<file path="src/rtl/link_pkg.sv">
// Shared serial-link definitions used by the transmitter, receiver and queue blocks.
package link_pkg;

    localparam int   LINK_AW       = 2;
    localparam int   LINK_DW       = 4;
    localparam int   LINK_PKT_BITS = 7;
    localparam logic START_BIT     = 1'b1;

    typedef struct packed {
        logic [LINK_AW-1:0] addr;
        logic [LINK_DW-1:0] data;
    } link_pkt_t;

endpackage

</file>
<file path="src/rtl/sync_fifo.sv">
// Generic synchronous FIFO: DEPTH x W storage, wrapping pointers, occupancy counter.
// A push is accepted when not full, or when a pop happens in the same cycle.
module sync_fifo #(
    parameter int DEPTH = 4,
    parameter int W     = 6
) (
    input  logic                   clock,
    input  logic                   clear,
    input  logic                   push,
    input  logic                   pop,
    input  logic [W-1:0]           wdata,
    output logic [W-1:0]           rdata,
    output logic                   full,
    output logic                   empty,
    output logic [$clog2(DEPTH):0] level,
    output logic                   accept
);

    localparam int PW = $clog2(DEPTH);
    localparam int LW = PW + 1;

    logic [W-1:0]  mem [DEPTH];
    logic [PW-1:0] rd_ptr;
    logic [PW-1:0] wr_ptr;
    logic          do_pop;

    assign full   = (level == LW'(DEPTH));
    assign empty  = (level == '0);
    assign do_pop = pop && !empty;
    assign accept = push && (!full || do_pop);
    assign rdata  = mem[rd_ptr];

    // Pointer and occupancy update; pointers wrap naturally because DEPTH is a power of 2.
    always_ff @(posedge clock) begin
        if (!clear) begin
            rd_ptr <= '0;
            wr_ptr <= '0;
            level  <= '0;
        end else begin
            if (accept) wr_ptr <= wr_ptr + PW'(1);
            if (do_pop) rd_ptr <= rd_ptr + PW'(1);
            case ({accept, do_pop})
                2'b10:   level <= level + LW'(1);
                2'b01:   level <= level - LW'(1);
                default: level <= level;
            endcase
        end
    end

    // Storage write; contents are intentionally not cleared on reset.
    always_ff @(posedge clock) begin
        if (clear && accept) mem[wr_ptr] <= wdata;
    end

endmodule

</file>
<file path="src/rtl/tx_packet_queue.sv">
// Packet queue feeding the serial-link transmitter: one send per buffered packet,
// back-to-back when the transmitter is ready, plus saturating sent/drop counters.
module tx_packet_queue
    import link_pkg::*;
#(
    parameter int DEPTH = 4,
    parameter int AW    = LINK_AW,
    parameter int DW    = LINK_DW,
    parameter int CW    = 8
) (
    input  logic                   clock,
    input  logic                   clear,
    input  logic                   push,
    input  logic [AW-1:0]          paddr,
    input  logic [DW-1:0]          pdata,
    input  logic                   pause,
    output logic                   full,
    output logic                   empty,
    output logic [$clog2(DEPTH):0] level,
    input  logic                   tx_ready,
    output logic [AW-1:0]          taddr,
    output logic [DW-1:0]          tdata,
    output logic                   send,
    output logic [CW-1:0]          sent_cnt,
    output logic [CW-1:0]          drop_cnt
);

    logic              pop;
    logic              accept;
    logic              drop;
    logic [AW+DW-1:0]  head;

    sync_fifo #(
        .DEPTH (DEPTH),
        .W     (AW + DW)
    ) u_fifo (
        .clock  (clock),
        .clear  (clear),
        .push   (push),
        .pop    (pop),
        .wdata  ({paddr, pdata}),
        .rdata  (head),
        .full   (full),
        .empty  (empty),
        .level  (level),
        .accept (accept)
    );

    // The transmitter ignores send unless ready, so send needs no ready qualification.
    assign send           = !empty && !pause;
    assign pop            = send && tx_ready;
    assign drop           = push && !accept;
    assign {taddr, tdata} = head;

    // Saturating debug counters.
    always_ff @(posedge clock) begin
        if (!clear) begin
            sent_cnt <= '0;
            drop_cnt <= '0;
        end else begin
            if (pop && (sent_cnt != '1)) sent_cnt <= sent_cnt + CW'(1);
            if (drop && (drop_cnt != '1)) drop_cnt <= drop_cnt + CW'(1);
        end
    end

endmodule
</file>
<file path="config.mk">
export PLATFORM = sky130hd
export DESIGN_NAME = tx_packet_queue
export DESIGN_NICKNAME = d
export VERILOG_FILES = /design/src/rtl/link_pkg.sv /design/src/rtl/sync_fifo.sv /design/src/rtl/tx_packet_queue.sv
export SDC_FILE = /design/constraint.sdc
export NUM_CORES = 1
export LEC_CHECK = 0
export CORE_MARGIN = 2
export CORE_UTILIZATION = 45
export DETAILED_ROUTE_END_ITERATION = 8
export PLACE_DENSITY_LB_ADDON = 0.12
export SKIP_CTS_REPAIR_TIMING = 1
export SLEW_MARGIN = 10
export SYNTH_ARGS = -nofsm -noshare
export SYNTH_HDL_FRONTEND = slang
export SYNTH_HIERARCHICAL = 1
export SYNTH_SLANG_ARGS = --single-unit
</file>
<file path="constraint.sdc">
create_clock -name clock -period 2.2 [get_ports clock]
set_input_delay 0.44 -clock clock [delete_from_list [all_inputs] [get_ports clock]]
set_output_delay 0.44 -clock clock [all_outputs]
set_load 0.01 [all_outputs]
</file>
# After elaboration in Yosys (flattened, before gate mapping)
# Memories as Yosys holds them, arrays and structs flattened. A register that Yosys moved wholly into a read port is not among the register bits.
# Cells that the tools add are included.
# W data, S select, Z words.
[classes]
n_eq_ne = 5
n_reduce_logical = 15
n_addsub = 6
n_mux = 5
[op_table]
columns = ["op", "count"]
rows = [
  ["$add A8 B1 Y8 const B", 2],
  ["$ne A8 B8 Y1 const B", 2],
  ["$logic_and A1 B1 Y1", 8],
  ["$pmux W3 S2", 1],
  ["$add A2 B1 Y2 const B", 2],
  ["$logic_not A1 Y1", 4],
  ["$mux W2", 2],
  ["$add A3 B1 Y3 const B", 1],
  ["$eq A3 B3 Y1 const B", 1],
  ["$logic_not A3 Y1", 1],
  ["$sub A3 B1 Y3 const B", 1],
  ["$eq A2 B1 Y1 const B", 1],
  ["$eq A2 B2 Y1 const B", 1],
  ["$mux W1", 2],
  ["$reduce_bool A2 Y1", 1],
  ["$logic_or A1 B1 Y1", 1],
]
[word_totals]
ff_bits = 23
inputBits = 11
ram_bits = 24
out_inout_bits = 28
memories = 1
[mem_list]
columns = ["name", "depth", "width", "rd", "rd_clocked_by_memory_dff", "wr", "line", "rtl"]
rows = [
  ["u_fifo.mem", 4, 6, 1, 1, 1, "sync_fifo.sv:22", "logic [W-1:0] mem [DEPTH];"],
]

# Longest topological paths before layout
[depth]
depth_word = 10
ltp_mapped = 10

# Modules after synthesis
# Netlist, hierarchy kept.
[modules_own_cells]
columns = ["module", "n_inst", "area_each_um2", "seq_area_each_um2", "cells_each"]
rows = [
  ["sync_fifo", 1, 1440.1, 900.9, 98],
  ["tx_packet_queue", 1, 775.7, 320.3, 90],
]

# Worst setup path before layout
# Ideal clock, no wire load.
[synth_path]
path_kind = "register -> register"
from = "reg u_fifo.level[0]"
to = "reg u_fifo.level[1]"
arrival_time_ns = 2.616
n_path_buf = 2
setup_time_ns = 0.095
synth_period_minus_slack_ns = 2.711
slack_ns = -0.511
path_stages_with_launch = 11
cell_sequence = "dfxtp_1 buf_2 nor3_1 nor3b_4 buf_2 o31ai_1 nand2b_1 fa_1 o21ba_2 o211ai_1 a221oi_1"
[synth_between]
elab_chain_len = 9
word_cells_on_any_way = 15
classes_between = "add/sub: 2; eq/ne: 3; mux: 1; reduce/logical: 9"
[synth_rtl]
columns = ["item", "line", "rtl"]
rows = [
  ["from (decl)", "sync_fifo.sv:15", "output logic [$clog2(DEPTH):0] level,"],
  ["from (signal assigned)", "sync_fifo.sv:43", "2'b10: level <= level + LW'(1);"],
  ["from (signal assigned)", "sync_fifo.sv:44", "2'b01: level <= level - LW'(1);"],
  ["from (signal assigned)", "sync_fifo.sv:45", "default: level <= level;"],
  ["$logic_not A3 Y1 (*)", "sync_fifo.sv:28", "assign empty = (level == '0);"],
  ["net empty", "tx_packet_queue.sv:18", "output logic empty,"],
  ["$logic_not A1 Y1 (*)", "tx_packet_queue.sv:50", "assign send = !empty && !pause;"],
  ["$logic_and A1 B1 Y1 (*)", "tx_packet_queue.sv:50", ""],
  ["$logic_and A1 B1 Y1 (*)", "tx_packet_queue.sv:51", "assign pop = send && tx_ready;"],
  ["net pop", "tx_packet_queue.sv:28", "logic pop;"],
  ["$logic_and A1 B1 Y1 (*)", "sync_fifo.sv:29", "assign do_pop = pop && !empty;"],
  ["$logic_or A1 B1 Y1", "sync_fifo.sv:30", "assign accept = push && (!full || do_pop);"],
  ["$logic_and A1 B1 Y1", "sync_fifo.sv:30", ""],
  ["$eq A2 B1 Y1 / $eq A2 B2 Y1 (equally long branches)", "sync_fifo.sv:42", "case ({accept, do_pop})"],
  ["$pmux W3 S2 / $reduce_bool A2 Y1 (equally long branches)", "n/a", ""],
]
# Mark *: on every way through the listed nets, which the timed path passes. The rest lies on a longest branch.
# A chain may end at the register's enable or synchronous reset.

# Worst setup path in the final report
[layout_path]
from = "reg u_fifo.level[0]"
to = "reg u_fifo.level[1]"
[layout_between]
elab_chain_len = 9
word_cells_on_any_way = 15
classes_between = "add/sub: 2; eq/ne: 3; mux: 1; reduce/logical: 9"
[layout_rtl]
columns = ["item", "line"]
rows = [
  ["$logic_not A3 Y1", "sync_fifo.sv:28"],
  ["$logic_not A1 Y1", "sync_fifo.sv:29, tx_packet_queue.sv:50"],
  ["$logic_and A1 B1 Y1", "tx_packet_queue.sv:50"],
  ["$logic_and A1 B1 Y1", "tx_packet_queue.sv:51"],
  ["$logic_and A1 B1 Y1", "sync_fifo.sv:29"],
  ["$logic_or A1 B1 Y1", "sync_fifo.sv:30"],
  ["$logic_and A1 B1 Y1", "sync_fifo.sv:30"],
  ["$eq A2 B1 Y1 / $eq A2 B2 Y1 (equally long branches)", "sync_fifo.sv:42"],
  ["$pmux W3 S2 / $reduce_bool A2 Y1 (equally long branches)", "n/a"],
]
# Parallel ways exist; a longest one is shown, timed or not.

==> flow_summary.rst <==
.. list-table::
   :header-rows: 1

   * - Metric
     - Value
   * - Transition time of the tightest slew-check pin
     - 0.5189 ns
   * - Uppermost metal layer occupied by signal nets
     - met4
   * - Number of buffers added on ports
     - 38
   * - Gr usage total
     - 19.03%
   * - CTS sink count
     - 49
   * - Post-route ant nets
     - 0
   * - Post-placement setup slack
     - -0.4068 ns
   * - Maximum Capacitance Violations
     - 0
   * - Final #Nets
     - 267
   * - Worst Skew
     - 0.005111 ns
   * - Register-to-Register Setup Slack
     - 0.09 ns
   * - Pin count of the biggest net entering global routing
     - 17
   * - CP startpoint kind
     - flop
   * - Final number of max-transition violations
     - 0
   * - Filler instances
     - 380
   * - Number of nets produced by synthesis
     - 206
   * - Unrepaired setup endpoints after global routing
     - no
   * - Worst Path Class, Setup
     - reg2reg
   * - Sum of met2 wire segment lengths after detailed routing
     - 2527 um
   * - First-iteration detailed-routing DRC count
     - 122
   * - Worst VDD drop
     - 312.9 uV
   * - Starting Density
     - 46.91%
   * - Flop and latch count out of synthesis
     - 49
   * - Kind of end point of the critical path
     - flop
   * - Period utilisation layout
     - 96.02%
   * - Cell Area, Synth
     - 2216 sq um
   * - Total number of vias
     - 1,717
   * - Critical path required time
     - 2.41 ns
   * - Antenna violations before repair
     - 0
   * - Power density normalized to cell area
     - 643.4 nW/um^2
   * - First-pass iteration count of the detailed router
     - 4
   * - Min-delay worst type
     - reg2reg
   * - Most common cell after layout, fill and taps aside
     - sky130_fd_sc_hd__clkdlybuf4s50_1
   * - HPWL Detailed
     - 3568 um
   * - Final standard cell area without fillers
     - 3025 sq um
   * - Worst-path maximum fanout
     - 8
   * - Register area share after synthesis
     - 55.11%
   * - Launch point of the worst path
     - u_fifo/level[0]
   * - Die area
     - 5501 sq um
   * - Fraction of registers with async set/reset
     - 0%
   * - Total count of hold-check failures in the final report
     - 0
   * - Clock network latency to the later pin of the worst-skew pair
     - 0.30 ns
   * - Clock transition at path regs
     - 0.09 ns
   * - Instance count of the mapped netlist
     - 188
   * - Time the worst path needs with I/O delays and setup
     - 2.112 ns
   * - Routed length per instance
     - 15.51 um
   * - Fraction of layout cells with a size suffix above 1
     - 21.20%
   * - I/O pin count
     - 39
   * - Synthesis Warnings
     - 6
   * - Horizontal die dimension
     - 74.17 um
   * - Highest achievable clock rate
     - 0.4734 GHz
   * - Worst-case headroom to the max-slew limit
     - 65.04%
   * - DRC violations left
     - 0
   * - Launch point of the worst reg-to-reg path
     - u_fifo/level[0]
   * - Final wirelength
     - 4918 um
   * - Core region area
     - 4723 sq um
   * - Cell area after placement
     - 2825 sq um
   * - Worst reg2reg path endpoint
     - u_fifo/level[1]
   * - Layout Utilization
     - 64.05%
   * - Final setup viols
     - 0
   * - Leakage
     - 1.149 nW
   * - Synthesis-to-layout area growth
     - 36.53%
   * - Diode count
     - 0
   * - Commonest register cell after synthesis
     - sky130_fd_sc_hd__dfxtp_1
   * - Height of the die
     - 74.17 um
   * - Met3 WL
     - 241 um
   * - Count of flip-flops with a built-in enable after synthesis
     - 24
   * - Syn Area/Cell
     - 11.79 sq um
   * - Final global-route overflow total
     - 0
   * - Result of the run
     - finished clean
   * - Final weighted congestion in routability-driven placement
     - 0.8806
   * - Root Buffer
     - sky130_fd_sc_hd__clkbuf_8
   * - Clock H-tree levels
     - 2
   * - Count of distinct cell types in the synthesized netlist
     - 48
   * - Clock tree from TritonCTS
     - built
   * - Ratio of routed vias to standard cells
     - 5.416
   * - Clock buffers created by TritonCTS
     - 5
   * - Via count of the first global-routing pass
     - 1,689
   * - Num rows
     - 25
   * - Critical Path Sink
     - u_fifo/level[1]
   * - Commonest cells after routing, fill and taps aside
     - sky130_fd_sc_hd__clkdlybuf4s50_1 (30), sky130_fd_sc_hd__edfxtp_1 (24), sky130_fd_sc_hd__buf_4 (22), sky130_fd_sc_hd__dfxtp_1 (21)
   * - Deepest clock path buffer count
     - 2
   * - Detailed-routing wirelength on met1
     - 2054 um
   * - Crit path arrival time
     - 2.32 ns
   * - Number of cell instances on the worst register-to-register path
     - 7
   * - Post-route worst setup slack
     - 0.08760 ns
   * - Wire length of the first global-routing pass
     - 7879 um
-- through the flow --
stage	total power, mW	std cells	TNS [ns]	hold WS [ns]
floorplan	1.102	188	-0.1460	0.4677
global placement	1.184	306	-4.401	0.4771
detailed placement	1.194	306	-4.471	0.5079
CTS	1.961	314	-0.5087	0.5217
global route	2.013	317	0	0.5485
finish	1.947	317	0	0.5158
-- worst min-delay path by stage --
stage	start	to	slack, ns	cells after the start
3_3_place_gp	u_fifo/wr_ptr[0]	u_fifo/wr_ptr[0]	0.48	2
4_1_cts	u_fifo/wr_ptr[0]	u_fifo/wr_ptr[0]	0.52	2
2_1_floorplan	u_fifo/wr_ptr[1]	u_fifo/wr_ptr[1]	0.47	2
6_report	drop_cnt[1]	drop_cnt[1]	0.52	2
5_1_grt	u_fifo/wr_ptr[0]	u_fifo/wr_ptr[0]	0.55	2
3_5_place_dp	u_fifo/wr_ptr[0]	u_fifo/wr_ptr[0]	0.51	2
-- layout make-up --
cell class / instances / area [sq um] / area share (%)
sequential: 49 / 1226 / 40.53
clock buffer: 5 / 68.82 / 2.275
timing repair buffer: 61 / 585.6 / 19.35
clock inverter: 3 / 68.82 / 2.275
tap: 67 / 83.83 / 2.771
multi-input combinational: 122 / 954.7 / 31.56
inverter: 10 / 37.54 / 1.241
-- worst max-delay path, cell delays in order, from the launching register on --
cell and delay (ns):
sky130_fd_sc_hd__dfxtp_2 0.34, sky130_fd_sc_hd__buf_4 0.17, sky130_fd_sc_hd__o31ai_2 0.27, sky130_fd_sc_hd__nand2b_4 0.17
sky130_fd_sc_hd__fa_1 0.45, sky130_fd_sc_hd__o21ba_4 0.24, sky130_fd_sc_hd__o211ai_1 0.09, sky130_fd_sc_hd__a221oi_1 0.28
-- layer usage --
layer | up-vias | global-route usage [%]
met5 | - | 0
met4 | 0 | 7.475
met3 | 13 | 4.743
met2 | 59 | 33.23
met1 | 827 | 22.50
li1 | 818 | -
-- logic make-up (layout without fill, tap and decap cells) --
kind of cell	after synthesis	in the layout	share of synthesized area (%)
AOI/OAI and AO/OA	33	33	10.73
xor gates and xnor gates	7	7	2.767
adders and majority gates	7	7	4.291
buffers and inverters	17	79	3.387
DFF	49	49	55.11
muxes	9	9	7.453
and+or+nand+nor	66	66	16.26
-- where the power goes --
part           total (mW)  internal, mW  switching [mW]
Sequential          0.992         0.978          0.0135
Clock               0.771         0.458           0.314
Combinational       0.184        0.0924          0.0911
Total                1.95          1.53           0.418
-- flip-flops by register name (all words and copies together), names as in the netlist, named ones only --
register       count
u_fifo/rd_ptr      2
u_fifo/level       3
u_fifo/mem        24
sent_cnt           8
u_fifo/wr_ptr      2
drop_cnt           8
-- synthesized netlist by cell type (4+ instances only) --
library cell               instances  area share (%)
sky130_fd_sc_hd__and3_1            5             1.4
sky130_fd_sc_hd__a21oi_1           6             1.4
sky130_fd_sc_hd__nand4_1           4             1.1
sky130_fd_sc_hd__edfxtp_1         24              33
sky130_fd_sc_hd__nor2_1           13             2.2
sky130_fd_sc_hd__nand2_1          13             2.2
sky130_fd_sc_hd__mux4_2            6             6.1
sky130_fd_sc_hd__o21ai_0           9             2.0
sky130_fd_sc_hd__nor3_1            6             1.4
sky130_fd_sc_hd__dfxtp_1          25              23
sky130_fd_sc_hd__ha_1              6             3.4
sky130_fd_sc_hd__nand3_1           7             1.6
sky130_fd_sc_hd__xor2_1            7             2.8
sky130_fd_sc_hd__inv_1             9             1.5
(Power assumes the default switching activity.)
